File: src/rtl/uart_tx_io.sv
// uart_tx_io: memory-mapped UART transmitter (8N1, LSB first) with a byte FIFO and a STATUS word.
// Optional macro UART_TX_PARITY_EN inserts an even-parity bit between data bit 7 and stop.
module uart_tx_io #(
    parameter int CLK_HZ = 23000000,
    parameter int BAUD   = 115200,
    parameter int DEPTH  = 8
) (
    input  logic        clock,
    input  logic        reset,
    input  logic        UARTCtrl,
    input  logic        ioWrite,
    input  logic        ioRead,
    input  logic [1:0]  uartAddr,
    input  logic [15:0] write_data,
    output logic [15:0] read_data,
    output logic        tx
);
    localparam int DIV = CLK_HZ / BAUD;
    localparam int AW  = $clog2(DEPTH);
    localparam int CW  = $clog2(DIV);
    localparam logic [CW-1:0] CNT_LAST = CW'(DIV - 1);
    localparam logic [CW-1:0] CNT_ONE  = CW'(1);
    localparam logic [AW:0]   PTR_ONE  = (AW + 1)'(1);

`ifdef UART_TX_PARITY_EN
    localparam logic [2:0] IDLE   = 3'd0;
    localparam logic [2:0] START  = 3'd1;
    localparam logic [2:0] DATA   = 3'd2;
    localparam logic [2:0] STOP   = 3'd3;
    localparam logic [2:0] PARITY = 3'd4;
    logic [2:0] state;
    logic       parity_bit;
`else
    localparam logic [1:0] IDLE  = 2'd0;
    localparam logic [1:0] START = 2'd1;
    localparam logic [1:0] DATA  = 2'd2;
    localparam logic [1:0] STOP  = 2'd3;
    logic [1:0] state;
`endif

    logic [7:0]    mem [DEPTH];
    logic [AW:0]   wr_ptr;
    logic [AW:0]   rd_ptr;
    logic [CW-1:0] cnt;
    logic [2:0]    bit_idx;
    logic [7:0]    shift;
    logic          overflow;
    logic          empty;
    logic          full;
    logic          tx_busy;
    logic          push_req;
    logic          push_ok;
    logic          stat_rd;
    logic          at_last;
    logic          pop;
    logic [7:0]    head;
    logic          unused_hi;

    assign unused_hi = ^write_data[15:8];

    assign empty    = (wr_ptr == rd_ptr);
    assign full     = (wr_ptr[AW] != rd_ptr[AW]) && (wr_ptr[AW-1:0] == rd_ptr[AW-1:0]);
    assign tx_busy  = (state != IDLE);
    assign push_req = UARTCtrl && ioWrite && (uartAddr == 2'b00);
    assign push_ok  = push_req && !full;
    assign stat_rd  = UARTCtrl && ioRead && (uartAddr == 2'b10);
    assign at_last  = (cnt == CNT_LAST);
    assign head     = mem[rd_ptr[AW-1:0]];
    // A stop bit that ends with data waiting chains straight into the next start bit.
    assign pop      = !empty && ((state == IDLE) || ((state == STOP) && at_last));

    always_comb begin
        read_data = '0;
        if (stat_rd)
            read_data = {12'b0, overflow, tx_busy, full, empty};
    end

    always_ff @(posedge clock) begin
        if (push_ok)
            mem[wr_ptr[AW-1:0]] <= write_data[7:0];
    end

    always_ff @(posedge clock or posedge reset) begin
        if (reset) begin
            state    <= IDLE;
            tx       <= 1'b1;
            cnt      <= '0;
            bit_idx  <= '0;
            shift    <= '0;
            wr_ptr   <= '0;
            rd_ptr   <= '0;
            overflow <= 1'b0;
`ifdef UART_TX_PARITY_EN
            parity_bit <= 1'b0;
`endif
        end else begin
            if (push_ok)
                wr_ptr <= wr_ptr + PTR_ONE;

            // A rejected push in the same cycle as a STATUS read keeps the flag set.
            if (push_req && full)
                overflow <= 1'b1;
            else if (stat_rd)
                overflow <= 1'b0;

            if (pop) begin
                rd_ptr <= rd_ptr + PTR_ONE;
                shift  <= head;
                tx     <= 1'b0;
                cnt    <= '0;
                state  <= START;
`ifdef UART_TX_PARITY_EN
                parity_bit <= ^head;
`endif
            end else begin
                case (state)
                    IDLE: begin
                        tx <= 1'b1;
                    end
                    START: begin
                        if (at_last) begin
                            cnt     <= '0;
                            tx      <= shift[0];
                            bit_idx <= '0;
                            state   <= DATA;
                        end else begin
                            cnt <= cnt + CNT_ONE;
                        end
                    end
                    DATA: begin
                        if (at_last) begin
                            cnt <= '0;
                            if (bit_idx == 3'd7) begin
`ifdef UART_TX_PARITY_EN
                                tx    <= parity_bit;
                                state <= PARITY;
`else
                                tx    <= 1'b1;
                                state <= STOP;
`endif
                            end else begin
                                bit_idx <= bit_idx + 3'd1;
                                tx      <= shift[bit_idx + 3'd1];
                            end
                        end else begin
                            cnt <= cnt + CNT_ONE;
                        end
                    end
`ifdef UART_TX_PARITY_EN
                    PARITY: begin
                        if (at_last) begin
                            cnt   <= '0;
                            tx    <= 1'b1;
                            state <= STOP;
                        end else begin
                            cnt <= cnt + CNT_ONE;
                        end
                    end
`endif
                    STOP: begin
                        if (at_last) begin
                            cnt   <= '0;
                            state <= IDLE;
                        end else begin
                            cnt <= cnt + CNT_ONE;
                        end
                    end
                    default: begin
                        state <= IDLE;
                        tx    <= 1'b1;
                        cnt   <= '0;
                    end
                endcase
            end
        end
    end

endmodule

File: config.mk
export PLATFORM = sky130hd
export DESIGN_NAME = uart_tx_io
export DESIGN_NICKNAME = d
export VERILOG_FILES = /design/src/rtl/uart_tx_io.sv
export SDC_FILE = /design/constraint.sdc
export NUM_CORES = 1
export LEC_CHECK = 0
export BUFFER_PORTS_ARGS = -buffer_cell sky130_fd_sc_hd__buf_2
export CAP_MARGIN = 40
export CORE_ASPECT_RATIO = 1.5
export CORE_MARGIN = 10
export CORE_UTILIZATION = 60
export CTS_BUF_LIST = sky130_fd_sc_hd__clkbuf_4 sky130_fd_sc_hd__clkbuf_8
export DETAILED_ROUTE_END_ITERATION = 8
export PLACE_DENSITY = 0.76
export RECOVER_POWER = 100
export SETUP_SLACK_MARGIN = 0.3
export SYNTH_ARGS = -nofsm -noshare
export SYNTH_HDL_FRONTEND = slang
export SYNTH_SLANG_ARGS = --single-unit
File: constraint.sdc
create_clock -name clock -period 3.13 [get_ports clock]
set_clock_uncertainty 0.15 [all_clocks]
set_input_delay 0.4695 -clock clock [delete_from_list [all_inputs] [get_ports clock]]
set_output_delay 0.4695 -clock clock [all_outputs]
set_load 0.03 [all_outputs]
==> results of run 1 <==
==> synth_stat cells (2+ instances only) <==
library cell,number
edfxtp_1,64
dfrtp_1,30
buf_4,13
nor2_1,13
mux2_2,12
ha_1,10
mux4_2,10
a22o_1,9
nand2_1,9
mux2_4,8
mux4_1,8
inv_1,7
nand3_1,7
nor3_1,7
xor2_1,7
nor3b_1,5
buf_2,4
o21ai_0,4
o2bb2ai_1,4
and2_1,3
clkbuf_1,3
xor2_2,3
a211oi_1,2
a21oi_1,2
buf_6,2
xnor2_1,2
==> power by group through the flow <==
stage / Clock, mW / Sequential (mW) / Combinational, mW
6_report: 0.726 / 1.68 / 1.37
5_1_grt: 0.800 / 1.71 / 1.51
4_1_cts: 0.746 / 1.69 / 1.52
3_5_place_dp: 0 / 1.72 / 1.51
3_3_place_gp: 0 / 1.71 / 1.47
2_1_floorplan: 0 / 1.65 / 1.31
==> cells by family (layout without fill, tap and decap cells) <==
logic type	Yosys count	after routing	synth area share, %
compound gates	33	33	6.34
flops	95	95	60.5
other cells	1	12	0.0841
buf+inv	31	56	4.55
simple gates	56	56	7.35
fa+ha+maj	10	10	2.81
xor+xnor	12	12	2.86
mux	38	38	15.5
==> metal layers <==
metal  track usage (%)  wire length (um)
met4              7.24               144
met2              24.1              4080
met3              3.95               291
met1              15.7              3040
met5                 0                 0
==> worst max-delay path, stage by stage (launching register included) <==
cell and delay (ns):
dfrtp_1 0.49, xor2_1 0.25, or4_1 0.62, nor2_1 0.13
clkbuf_1 0.33
==> area by class of cell <==
| class | count | area, um^2 |
|---|---|---|
| Clock buffer | 9 | 124 |
| Clock inverter | 7 | 55.1 |
| Fill cell | 534 | 2520 |
| Inverter | 7 | 26.3 |
| Multi-Input combinational cell | 161 | 1530 |
| Sequential cell | 95 | 2700 |
| Tap cell | 100 | 125 |
| Timing Repair Buffer | 33 | 143 |
==> registers in the layout, summed over array words and instances, names as in the netlist <==
name	count
rd_ptr	4
cnt	8
shift	8
mem	64
bit_idx	3
overflow	1
state	2
wr_ptr	4
tx	1
==> per-stage QoR <==
stage	power [mW]	util (%)	instances	area (um^2)	hold slack (ns)
after global placement	3.18	64.3	396	4650	0.310
final	3.77	65.1	412	4700	0.291
after global routing	4.02	65.1	412	4700	0.298
after detailed placement	3.23	64.3	396	4650	0.310
after floorplan	2.96	-	287	4500	0.308
after CTS	3.95	66.8	412	4830	0.0145
==> final timing paths <==
check,startpoint,to,slack (ns),cells past startpoint
setup / recovery,wr_ptr[1],read_data[1],0.32,4
hold / removal,write_data[1],mem[5][1],0.29,1
setup reg to reg,wr_ptr[2],mem[6][6],0.55,4
hold reg to reg,tx,tx,0.33,2
max in group asynchronous,reset,cnt[0],1.33,3
min in group asynchronous,reset,cnt[6],0.53,3
==> results summary, run 1 <==
The number of flip-flops and latches in the synthesized netlist came out at 95. Dividing the detail-routed wire length by the instance count gives about 18 um. For this block, the initial DRC count from the detailed router was ~120. The biggest area contributor in the post-synthesis netlist is edfxtp_1. The leakage power came out at around 1.7 nW. The final global-route overflow total is 0.

The detailed-router iteration count before antenna repair is 4. For the pin with the worst max-slew slack, the measured transition is roughly 1.7 ns. The mapped netlist covers roughly 0.0045 mm^2. In this run, the combinational gates consume 36.2% of the power. The maximum net fanout on the critical path is 10. The fraction of layout cells with a size suffix above 1 is between 15 and 20%. TritonCTS built the clock tree. The count of max-cap constraint violations came out at 1. The area share of the largest cell type after synthesis is 43.1%. Yosys attributes the largest share of cell area to edfxtp_1 (43%), dfrtp_1 (17%), mux4_2 (5.1%). The post-detailed-route DRC marker count came out at 0. The setup-violating endpoint count in the final report is 0. The total count of max-transition violations in the final report is 32. In this run, flip-flops and latches consume around 45% of the power. The relative max-transition margin came out at -12.5%.

The worst supply voltage drop on vdd is ~0.00053 V. The category of the critical setup timing path is flip-flop to primary output. STA classifies the critical path startpoint as a flip-flop.

In this run, post-CTS repair resized a total of 0 instances. The post-placement setup slack is between 0.6 and 0.7 ns. The async set-reset flop share out of synthesis is 32.6%. In the finished design, the share of the clock period the worst path needs comes to 89.6%. The post-synthesis average cell area is roughly 16 um^2. Entering global routing, the biggest net connects 32 pins. Buffers placed on the I/O ports in this run total 19.

In this run the vertical extent of the chip is approximately 130 um. The data required time at the worst endpoint came out at 2.51 ns. The flow ran to the end, but the final reports show violations.

Once the clock tree was built, the setup fixing pass inserted 0 buffers. The proportion of synthesized chip area in sequential cells came out at between 60% and 70%. The die boundary width came out at around 90 um.

The worst-case clock buffer depth is 2. The minimum period implied by the final worst setup slack came out at between 2 and 3 ns. The number of sinks driven by the clock tree came out at 95. The total clock buffers created by CTS came out at 9. The internal power of the cells totals 2.46 mW. The row count is 38. The initial utilization of the core area, before any placement, comes to about three fifths.

Leaving out fill and tap cells, the most frequent cells in the layout are edfxtp_1 (64), dfrtp_1 (30), clkbuf_1 (24), nor2_1 (13). The final estimated routing congestion in global placement came out at 0.839. The path category of the worst min-delay check is input pin to flip-flop. The worst setup path is captured at a primary output. In this run the clock root is driven by a clkbuf_8. The routed via count came out at approximately 2,400. The post-detailed-route via-to-cell ratio is 5.76.

40 I/O pins were placed. The wire length of the first global-routing pass came out at approximately 13,000 um. The maximum clock frequency came out at ~0.36 GHz. The switching share of total power is 34.8%. The setup TNS after final layout came out at 0 ns.

The clock transition at the registers of the reported paths came out at approximately 0.090 ns. The insertion delay of the later-clocked pin in the worst-skew pair came out at 0.36 ns. For this design the ratio of total power to cell area is 802 mW/mm^2. The via count of the first global-routing pass is 2,528. The number of enable flip-flop cells after synthesis came out at between 60 and 70. The remaining antenna violation count after routing is 0. The most common library cell in the layout ignoring fill and taps is edfxtp_1.

Setup repair after global routing left no endpoint under its margin. The final number of hold-violating endpoints is 0. Relative to the synthesized area, the layout overhead comes to 5.47%.

The clock network is responsible for roughly a fifth of the overall power. The placeable core region is just over 0.007 mm^2. The number of library cell types mapped by synthesis came out at 54. The final routed wirelength across all metal layers is 7560 um. The number of synthesis warnings is 0. The overall track demand over capacity in global routing is 14.1%. The placed wire-length estimate is about 5400 um. The number of nets in the final layout came out at between 300 and 400. The clock tree synthesis step divided the H-tree into 3 levels. The number of buffers inserted for hold repair after clock tree synthesis is 0. The floorplan step defined a die boundary enclosing around 0.011 mm^2. The cell count after synthesis came out at ~280. Setup slack closes at between 0.3 and 0.4 ns.

The number of antenna violations at the first check in global routing came out at 0. 0 antenna diodes ended up in the layout. Data on the critical path arrives at its endpoint at about 2.2 ns.

Among all flip-flop cells after synthesis, the most frequent one is edfxtp_1. The checks that failed: max-capacitance violations, max-slew violations. Summed over all nets, the switching power comes to about 1.3 mW.
No activity file was read; power rests on OpenSTA's default activity.
==> run 2: changes to the inputs <==
--- a/config.mk
+++ b/config.mk
@@ -5,14 +5,15 @@
 export SDC_FILE = /design/constraint.sdc
 export NUM_CORES = 1
 export LEC_CHECK = 0
-export BUFFER_PORTS_ARGS = -buffer_cell sky130_fd_sc_hd__buf_2
 export CAP_MARGIN = 40
 export CORE_ASPECT_RATIO = 1.5
 export CORE_MARGIN = 10
 export CORE_UTILIZATION = 60
 export CTS_BUF_LIST = sky130_fd_sc_hd__clkbuf_4 sky130_fd_sc_hd__clkbuf_8
 export DETAILED_ROUTE_END_ITERATION = 8
-export PLACE_DENSITY = 0.76
+export DONT_BUFFER_PORTS = 1
+export MAX_ROUTING_LAYER = met4
+export PLACE_DENSITY = 0.72
 export RECOVER_POWER = 100
 export SETUP_SLACK_MARGIN = 0.3
 export SYNTH_ARGS = -nofsm -noshare
==> results summary, run 2 (same netlist as run 1, synthesis figures left out) <==
The run finished with clean final reports. The detailed route wirelength on metal2 came out at 4230 um (+3.6%). The number of antenna violations at the first check in global routing was 0 (unchanged). The maximum clock frequency came out at 0.362 GHz (+1.5%). The worst reg-to-reg path cell count is 7 (+3). The final instance area came out at 0.00468 mm^2 (-0.48%). The final estimated routing congestion in global placement came out at 0.813 (-3.1%). The clock transition at the registers of the reported paths is 0.08 ns (about the same). The effective utilization at floorplan is 61.7% (unchanged). CTS placed an instance of clkbuf_8 at the clock tree root. The post-placement setup slack was 0.657 ns (+0.00190 ns).

The register-to-register setup slack is 0.43 ns (-0.12 ns). The worst supply voltage drop on vdd came out at 0.000486 V (-9.1%). The wire length of the first global-routing pass was 12,500 um (-0.87%). Among cell families on the critical path, the largest total delay comes from simple AND/OR/NAND/NOR gates.

The largest net degree at the start of global routing was 20 (-38%). The data required time at the worst endpoint came to 2.51 ns (about the same). Leaving out fill and tap cells, the most frequent cells in the layout are edfxtp_1 (64), dfrtp_1 (30), mux2_2 (14), nor2_1 (14). The via count of the first global-routing pass came to 2,403 (-4.9%).

The number of ports placed on the die boundary came out at 40 (unchanged). The placeable core region is 0.00723 mm^2 (unchanged). The count of max-cap constraint violations is 0 (-1). The setup-violating endpoint count in the final report is 0 (unchanged).

The number of gates resized after cts is 0 (unchanged). The post-layout worst setup margin is 0.366 ns (+0.0412 ns). The library cell used most frequently in the layout, excluding fill and tap cells, is edfxtp_1. The overall track demand over capacity in global routing is 14.6% (+0.53 points).

The critical path is of the flip-flop to primary output type. The TritonCTS clock tree is built. The final number of hold-violating endpoints came out at 0 (unchanged).

The number of cells on the worst hold path came out at 0 (-1). The slew at the pin with the worst max-slew slack is 0.762 ns (-0.925 ns). The layout overhead on the synthesized area came out at 4.97%. The fill cell instance count of the final layout came out at 568 (+6.4%). The placed wire-length estimate is 5400 um (+0.83%). The level count of the clock H-tree came to 3 (unchanged).

The final global-route overflow total is 0 (unchanged). The data arrival time of the worst path came out at 2.14 ns (-0.05 ns). The row count is 38 (unchanged). The post-detailed-route DRC marker count came out at 0 (unchanged). The total count of max-transition violations in the final report came out at 0 (-100%). The worst setup path is launched from a flip-flop.

The remaining antenna violation count after routing is 0 (unchanged). The total clock buffers created by CTS is 9 (unchanged). The vertical extent of the die came to 126 um (unchanged). The number of nets in the final layout was 324 (-4.7%).

The antenna cell count came to 0 (unchanged). The total power per unit cell area came out at 823 mW/mm^2 (+2.7%). The setup TNS after final layout is 0 ns (unchanged).

The number of buffers and inverters on the critical path was 1 (unchanged). The worst-case clock buffer depth is 2 (unchanged). The number of buffers inserted for hold repair after clock tree synthesis came to 1 (+1). The post-CTS setup buffer count came to 0 (unchanged). The mean routed wirelength per cell is 19.1 um (+4.2%). The uppermost metal layer occupied by signal nets is met4.

The routed via count is 2,276 (-4.1%). The maximum net fanout on the critical path came out at 10 (unchanged). The startpoint of the worst register-to-register path is cnt[0]. Walking the worst path, the cells encountered are xor2_1 -> or4_1 -> nor2_1 -> clkbuf_1. The number of sinks driven by the clock tree is 95 (unchanged).

The path category of the worst min-delay check is input pin to flip-flop. The combined flip-flop and latch cell area was 0.00270 mm^2 (unchanged). The fraction of layout cells with a size suffix above 1 is 15.6% (-1.4 points). The total met3 wirelength after detailed routing came out at 199 um (-32%).

The number of DRC markers after the initial detailed-route iteration is 96 (-21%). Setup repair after global routing left no endpoint under its margin. The die outline area came out at 0.0114 mm^2 (unchanged). In this run the critical register-to-register path is captured at shift[1]. The final routed wirelength across all metal layers came out at 7550 um (about the same). The die boundary width is 90.4 um (unchanged).

The met1 wire length came out at 2950 um (-3.0%). For hold timing, the worst endpoint is mem[6][2]. STA classifies the critical path endpoint as a primary output. The area of placed instances came out at 0.00457 mm^2 (-1.7%).

The insertion delay of the later-clocked pin in the worst-skew pair is 0.37 ns (about the same). The largest stage delay on the critical path is 0.60 ns (-0.02 ns). The minimum period implied by the final worst setup slack is 2.76 ns (-0.0412 ns). The slowest stage of the critical path belongs to the cell or4_1. The detailed-router iteration count before antenna repair came out at 4 (unchanged). The worst hold path begins at write_data[2]. The multi-input combinational cell area came out at 0.00154 mm^2 (+0.33%).

The number of flip-flops under the largest register name is 64 (unchanged). The count of input and output buffers came to 0 (-19). The final cycle utilization of the critical path came out at 88.3% (-1.3 points). The relative max-transition margin came out at 49.1% (+62 points).

The post-detailed-route via-to-cell ratio came out at 5.76 (about the same). The leakage power was 1.74 nW (-0.73%).
[run 2: changes by cell type in the layout (fill, tap and decap cells not counted), sizes merged]
| cell | delta |
|---|---|
| clkbuf | -12 |
| dlygate4sd3 | +1 |
| clkinv | +1 |
| bufinv | +2 |
| inv | -2 |
| buf | -5 |
| clkinvlp | -2 |
[run 2: cell type report]
| class | count | share of cell area (%) |
|---|---|---|
| flip-flops and latches | 95 | 57.7 |
| well taps | 100 | 2.67 |
| repair buffers | 17 | 1.82 |
| clock buffers | 9 | 2.65 |
| clock inverters | 6 | 1.82 |
| multi-input cells | 161 | 32.8 |
| inverters | 7 | 0.561 |
[run 2: where the power goes]
group | internal, mW | switching [mW]
logic | 0.646 | 0.664
clock network | 0.444 | 0.402
registers | 1.52 | 0.178
total | 2.61 | 1.24
[run 2: metrics by stage]
stage | util (%) | cells | total power, mW | hold WS [ns]
after global routing | 64.8 | 395 | 4.10 | 0.00753
after detailed placement | 63.2 | 379 | 3.20 | 0.327
after global placement | 63.1 | 378 | 3.17 | 0.325
final | 64.8 | 395 | 3.85 | 0.0440
after floorplan | - | 287 | 2.96 | 0.308
after CTS | 66.3 | 395 | 4.04 | 0.0219
[run 2: worst max path at each step]
stage	from	endpoint	slack [ns]	cells past startpoint
after CTS	wr_ptr[1]	read_data[1]	0.51	4
after detailed placement	cnt[0]	shift[1]	0.66	7
after global placement	wr_ptr[1]	mem[6][2]	0.60	4
after global routing	wr_ptr[1]	read_data[0]	0.22	3
final	wr_ptr[1]	read_data[1]	0.37	4
after floorplan	wr_ptr[1]	mem[2][0]	0.75	5
[run 2: per-layer routing]
layer  vias to the layer above  global-route usage (%)
met5                         -                       -
met1                      1163                    15.3
li1                       1076                       -
met4                         0                    8.18
met3                        15                    3.71
met2                        22                    24.7
==> run 3: changes to the inputs <==
--- a/config.mk
+++ b/config.mk
@@ -12,6 +12,7 @@
 export CTS_BUF_LIST = sky130_fd_sc_hd__clkbuf_4 sky130_fd_sc_hd__clkbuf_8
 export DETAILED_ROUTE_END_ITERATION = 8
 export DONT_BUFFER_PORTS = 1
+export GPL_TIMING_DRIVEN = 0
 export MAX_ROUTING_LAYER = met4
 export PLACE_DENSITY = 0.72
 export RECOVER_POWER = 100
==> results summary, run 3 (same netlist as run 1, synthesis figures left out) <==
The overall track demand over capacity in global routing is 15.0% (+0.36 points). STA classifies the critical path startpoint as a flip-flop. The share of the core filled with cells in the final layout came out at 66.1% (+1.3 points). The library cell used most frequently in the layout, excluding fill and tap cells, is edfxtp_1. The placed wire-length estimate is 5790 um (+7.2%). The clock transition at the registers of the reported paths came out at 0.09 ns (about the same). The worst supply voltage drop on vdd came out at 0.000519 V (+6.7%). The via count of the first global-routing pass is 2,483 (+3.3%). The setup-violating endpoint count in the final report came out at 0 (unchanged). The relative max-transition margin is 29.1% (-20 points). The category of the critical setup timing path is flip-flop to primary output. The data arrival time of the worst path is 2.17 ns (+0.03 ns). The fill cell instance count of the final layout is 559 (-1.6%). Setup repair after global routing left no endpoint under its margin. The total power per unit cell area came out at 795 mW/mm^2 (-3.5%). The maximum net fanout on the critical path is 10 (unchanged). The minimum period implied by the final worst setup slack is 2.79 ns (+0.0299 ns).

The count of max-cap constraint violations is 0 (unchanged). The setup TNS after final layout is 0 ns (unchanged). The final global-route overflow total is 0 (unchanged). The final cycle utilization of the critical path came out at 89.3% (+0.96 points). The worst setup path is captured at a primary output. The layout overhead on the synthesized area came out at 7.07%.

The flow ran to the end, and the final reports show no timing, DRC or antenna violations. The number of sinks driven by the clock tree is 95 (unchanged). The post-detailed-route DRC marker count is 0 (unchanged). The maximum clock frequency came out at 0.358 GHz (-1.1%). The level count of the clock H-tree came to 3 (unchanged). The number of nets in the final layout came out at 337 (+4.0%).

The row count came to 38 (unchanged). The post-detailed-route via-to-cell ratio is 5.78 (+0.34%). The TritonCTS clock tree is built. The min-delay analysis places its worst path in the category input pin to flip-flop. The number of antenna violations at the first check in global routing came out at 0 (unchanged). The data required time at the worst endpoint came out at 2.51 ns (about the same). The final routed wirelength across all metal layers came out at 7860 um (+4.1%). In the layout the commonest cells are edfxtp_1 (64), dfrtp_1 (30), mux2_2 (13), nor2_1 (13), buf_4 (13).

The mean routed wirelength per cell came out at 19.3 um (+0.78%). The antenna cell count is 0 (unchanged). The slew at the pin with the worst max-slew slack was 1.06 ns (+0.302 ns). The number of DRC markers after the initial detailed-route iteration came out at 182 (+90%). The remaining antenna violation count after routing came out at 0 (unchanged). The total count of max-transition violations in the final report is 0 (unchanged). The die outline area is 0.0114 mm^2 (unchanged). The area of placed instances is 0.00470 mm^2 (+2.9%). The largest net degree at the start of global routing came to 20 (unchanged). The number of flip-flops under the largest register name was 64 (unchanged). The total clock buffers created by CTS came to 9 (unchanged). The worst-case clock buffer depth came out at 2 (unchanged). The wire length of the first global-routing pass came out at 13,000 um (+3.4%). The effective utilization at floorplan was 61.7% (unchanged). The number of ports placed on the die boundary is 40 (unchanged). The final instance area came out at 0.00477 mm^2 (+2.0%).

The count of input and output buffers is 0 (unchanged). The insertion delay of the later-clocked pin in the worst-skew pair came out at 0.36 ns (about the same). The clock tree root buffer cell is clkbuf_8. The die boundary width is 90.4 um (unchanged).

The routed via count came out at 2,359 (+3.6%). The post-placement setup slack is 0.373 ns (-0.283 ns). The final number of hold-violating endpoints is 0 (unchanged). The final estimated routing congestion in global placement is 0.838 (+3.1%). The fraction of layout cells with a size suffix above 1 is 22.1% (+6.5 points).

The placeable core region is 0.00723 mm^2 (unchanged). The post-layout worst setup margin came out at 0.336 ns (-0.0299 ns). The leakage power is 1.81 nW (+4.2%).

The detailed-router iteration count before antenna repair came to 4 (unchanged). The vertical extent of the die is 126 um (unchanged).
run 3: cell count changes in the layout (fill, tap and decap cells not counted), moves of 2 or more:
cell and delta:
bufinv_16 -2, clkbuf_1 -5, buf_4 +9, mux2_1 +2, buf_2 +5, nor3b_1 -4
nor3b_2 +4
run 3: power by group:
group	switching, mW	internal [mW]	total [mW]
combinational	0.761	0.686	1.45
sequential	0.140	1.52	1.66
clock	0.406	0.282	0.687
total	1.31	2.49	3.79
run 3: repair_timing:
action / in CTS / in global routing
pin swaps: 0 / 1
endpoints found under the setup margin: 1 / 6
gates resized for setup: 1 / 2
endpoints found under the hold margin: 11 / 0
setup buffers: 0 / 0
hold buffers: 1 / 0
run 3: cell type report:
cell class	count	area, um^2	share of cell area (%)
Buffer	24	171	3.59
Clock buffer	9	124	2.59
Clock inverter	6	37.5	0.786
Inverter	7	26.3	0.550
Multi-Input combinational cell	161	1560	32.7
Sequential cell	95	2700	56.5
Tap cell	100	125	2.62
Timing Repair Buffer	6	31.3	0.655
run 3: final timing paths:
check / slack, ns / startpoint / endpoint / cells after the start
max: 0.34 / wr_ptr[2] / read_data[0] / 5
min: 0.05 / write_data[2] / mem[6][2] / 0
max reg2reg: 0.40 / wr_ptr[2] / mem[0][3] / 6
min reg2reg: 0.35 / overflow / overflow / 1
max in group asynchronous: 1.07 / reset / shift[3] / 3
min in group asynchronous: 0.42 / reset / cnt[2] / 2
run 3: routing by layer:
| layer | vias up | GRT usage, % | share of wire (%) |
|---|---|---|---|
| met5 | - | - | 0 |
| met4 | 0 | 4.61 | 0.94 |
| met3 | 6 | 3.29 | 3.2 |
| met2 | 36 | 26.8 | 58 |
| met1 | 1212 | 16.1 | 38 |
| li1 | 1105 | - | - |
run 3: critical path, stage by stage, from the launching register on:
cell and delay [ns]:
dfrtp_1 0.37, buf_2 0.18, xor2_1 0.23, nor4_4 0.39, buf_4 0.24, and2_0 0.41
run 3: metrics by stage:
step | power [mW] | instances | hold slack [ns]
final | 3.79 | 408 | 0.0519
after global routing | 4.04 | 408 | 0.0276
after CTS | 3.97 | 408 | 0.0431
after detailed placement | 3.29 | 392 | 0.303
after global placement | 3.24 | 387 | 0.325
after floorplan | 2.96 | 287 | 0.308
